### src/rtl/cmp3_pkg.sv
// Shared types and sizing constants for the 3-bit comparator sweep checker.
package cmp3_pkg;

    localparam int CMP_W = 3;
    localparam int PAIRS = 64;
    localparam int IDX_W = 6;
    localparam int ERR_W = 7;

    typedef enum logic [1:0] {
        IDLE  = 2'd0,
        DRIVE = 2'd1,
        DONE  = 2'd2
    } state_t;

endpackage

### src/rtl/cmp3_expect.sv
// Arithmetic truth for an unsigned 3-bit compare, packed as {G, E, L}.
module cmp3_expect
    import cmp3_pkg::*;
(
    input  logic [CMP_W-1:0] i_a,
    input  logic [CMP_W-1:0] i_b,
    output logic [2:0]       o_gel
);

    assign o_gel = {(i_a > i_b), (i_a == i_b), (i_a < i_b)};

endmodule

### config.mk
export PLATFORM = sky130hd
export DESIGN_NAME = cmp3_expect
export DESIGN_NICKNAME = d
export VERILOG_FILES = /design/src/rtl/cmp3_pkg.sv /design/src/rtl/cmp3_expect.sv
export SDC_FILE = /design/constraint.sdc
export NUM_CORES = 1
export LEC_CHECK = 0
export CAP_MARGIN = 20
export CORE_AREA = 4 4 41 43
export DETAILED_ROUTE_END_ITERATION = 16
export DIE_AREA = 0 0 45 47
export PLACE_DENSITY_LB_ADDON = 0.08
export SYNTH_ARGS = -nofsm -noshare
export SYNTH_HDL_FRONTEND = slang
export SYNTH_SLANG_ARGS = --single-unit
### constraint.sdc
create_clock -name vclk -period 1.15
set_clock_uncertainty 0.2 [all_clocks]
set_input_delay 0.23 -clock vclk [all_inputs]
set_output_delay 0.23 -clock vclk [all_outputs]
set_load 0.1 [all_outputs]
==> metrics.txt, run 1 <==
row cnt=13; leakage=roughly 0.12 nW; post-CTS setup repair buffer count=0; GR Overflow Total=0; Core Util, Final=approximately 23%; sw frac=around 58%; clk_buf instances=0; iteration count of the initial detailed-routing pass=1; Setup WS pre-CTS=-0.934 ns; Tcrit/Tclk final=134%; sequential share of the synthesized area=0%; post-route cell area=approximately 300 µm²; share of layout cells above drive strength 1=a little over nine tenths; Core Region=around 1300 µm²; Slew Limit Fails=0; crit path launch type=input port; Hold-fix buffers, CTS=0; Worst Slack Setup Final=-0.392 ns; CP Capture Type=output pin; Final ANT Viol Nets=0; mapped cell area=roughly 84 µm²; total power=247 µW; Int Power=about 100 µW; MaxCap Viol Count=0; initial antenna violation count=0; IO buf count=9; die area=2120 µm²; Placement Cell Area=between 300 and 400 µm²; syn nets=20; FMAX=about 650 MHz; Multi-input gate area=135 µm²; DRT Wirelength=252 µm; Worst Tran Pin Value=between 0.15 and 0.2 ns; sequential share of power=0%; violated checks=setup timing; min cycle time layout=~1.5 ns; area delta synth->final=258%; DIE HEIGHT=47 µm; crit path DAT=approximately 1.1 ns; Hold Fails Final Rpt=0; largest net degree at the start of global routing=4; WL/cell=approximately 7.2 µm; DRC=0; Vias=101; gpl congestion=0.546; vias in the first global route=~110; clock network fraction of total power=0%; worst setup path start=i_b[2]; Net Sw Power=143 µW; YS warnings=0; Unique masters post-synth=6; Starting DRT DRC Count=0; status=finished with violations; cells after synthesis=11; Comb pwr share=between 90% and 100%; CP Capture Point=o_gel[2]; RSZ-0062 raised after global routing=true; pwr/cell area=slightly above 800 nW/µm²; register area=0 µm²; synthesized area per cell=7.62 µm²; Ports=9; VDD IR max=just over 0.3 mV; min-delay worst type=input port to output pin; Initial Util=6.44%; Die W=45 µm; Slew headroom=between 80 and 90%; total track usage=around 2.7%; worst-path maximum fanout=3; Crit Path Category=input port to output pin; CP Data Required Time=0.72 ns; final-layout fill cell count=around 150; FF+latch count=0; first-pass GRT wire length=~460 µm; ANT cells=0; vias per cell=about 2.9; final setup vio count=3; nets=31
## synthesized netlist by cell type
library cell / number / area (µm²)
and2_1: 1 / 6.26
nand3b_1: 1 / 7.51
inv_1: 3 / 11.3
ha_1: 3 / 37.5
and3_4: 1 / 11.3
a21oi_1: 2 / 10.0
## power by group through the flow
stage | registers [mW] | logic, mW | clock network (mW)
after floorplan | 0 | 0.157 | 0
after CTS | 0 | 0.250 | 0
after global routing | 0 | 0.258 | 0
final | 0 | 0.247 | 0
after detailed placement | 0 | 0.252 | 0
after global placement | 0 | 0.252 | 0
## how the worst min path moves through the flow
stage | end | cells after the start | from | slack (ns)
2_1_floorplan | o_gel[0] | 3 | i_a[2] | 0.64
3_3_place_gp | o_gel[0] | 5 | i_a[2] | 1.25
3_5_place_dp | o_gel[0] | 5 | i_a[2] | 1.25
4_1_cts | o_gel[0] | 5 | i_a[2] | 0.81
5_1_grt | o_gel[0] | 5 | i_a[2] | 0.82
6_report | o_gel[0] | 5 | i_a[2] | 0.80
## worst max-delay path: stages
cell      delay [ns]
buf_8           0.08
inv_8           0.03
ha_4            0.27
nand3b_1        0.14
a21oi_4         0.17
buf_12          0.19
## cells in the final DEF, fill, tap and decap left out
cell | Yosys | final
a21oi_4 | 0 | 2
and2_4 | 0 | 1
and3_4 | 1 | 1
buf_12 | 0 | 3
buf_2 | 0 | 3
buf_6 | 0 | 2
buf_8 | 0 | 1
ha_4 | 0 | 3
inv_12 | 0 | 1
inv_4 | 0 | 1
inv_8 | 0 | 1
nand3b_1 | 1 | 1
## layer usage
layer  routed length (µm)  global-route usage [%]
met3                   29                   0.383
met1                  116                    3.82
met4                    0                       0
met5                    0                       0
met2                  105                    4.52
## layout make-up
class                      count  share of cell area [%]
timing repair buffer           9                    37.5
multi-input combinational      8                    45.0
inverter                       3                    11.3
tap                           15                    6.25
## logic make-up (layout without fill, tap and decap cells)
group | Yosys count | after routing | share of synthesized area (%)
fa+ha+maj | 3 | 3 | 44.8
simple gates | 3 | 3 | 29.9
buf+inv | 3 | 12 | 13.4
compound gates | 2 | 2 | 11.9
## timing repair
item,CTS,global route
resized for setup,30,0
gates cloned,0,0
endpoints found under the hold margin,0,0
endpoints found under the setup margin,3,3
pin swaps,6,3
## through the flow
stage	TNS (ns)	hold WS, ns	cells
5_1_grt	-1.13	0.820	35
3_3_place_gp	-2.68	1.25	35
2_1_floorplan	-1.01	0.640	11
6_report	-1.04	0.802	35
3_5_place_dp	-2.68	1.25	35
4_1_cts	-1.11	0.807	35
Note: power is estimated with default switching activity, not from simulation.
==> run 2, diff against run 1 <==
--- a/config.mk
+++ b/config.mk
@@ -10,6 +10,7 @@
 export DETAILED_ROUTE_END_ITERATION = 16
 export DIE_AREA = 0 0 45 47
 export PLACE_DENSITY_LB_ADDON = 0.08
+export SETUP_SLACK_MARGIN = 0.02
 export SYNTH_ARGS = -nofsm -noshare
 export SYNTH_HDL_FRONTEND = slang
 export SYNTH_SLANG_ARGS = --single-unit
==> results of run 2 <==
The final DEF is identical to that of run 1; final timing and power are the same.
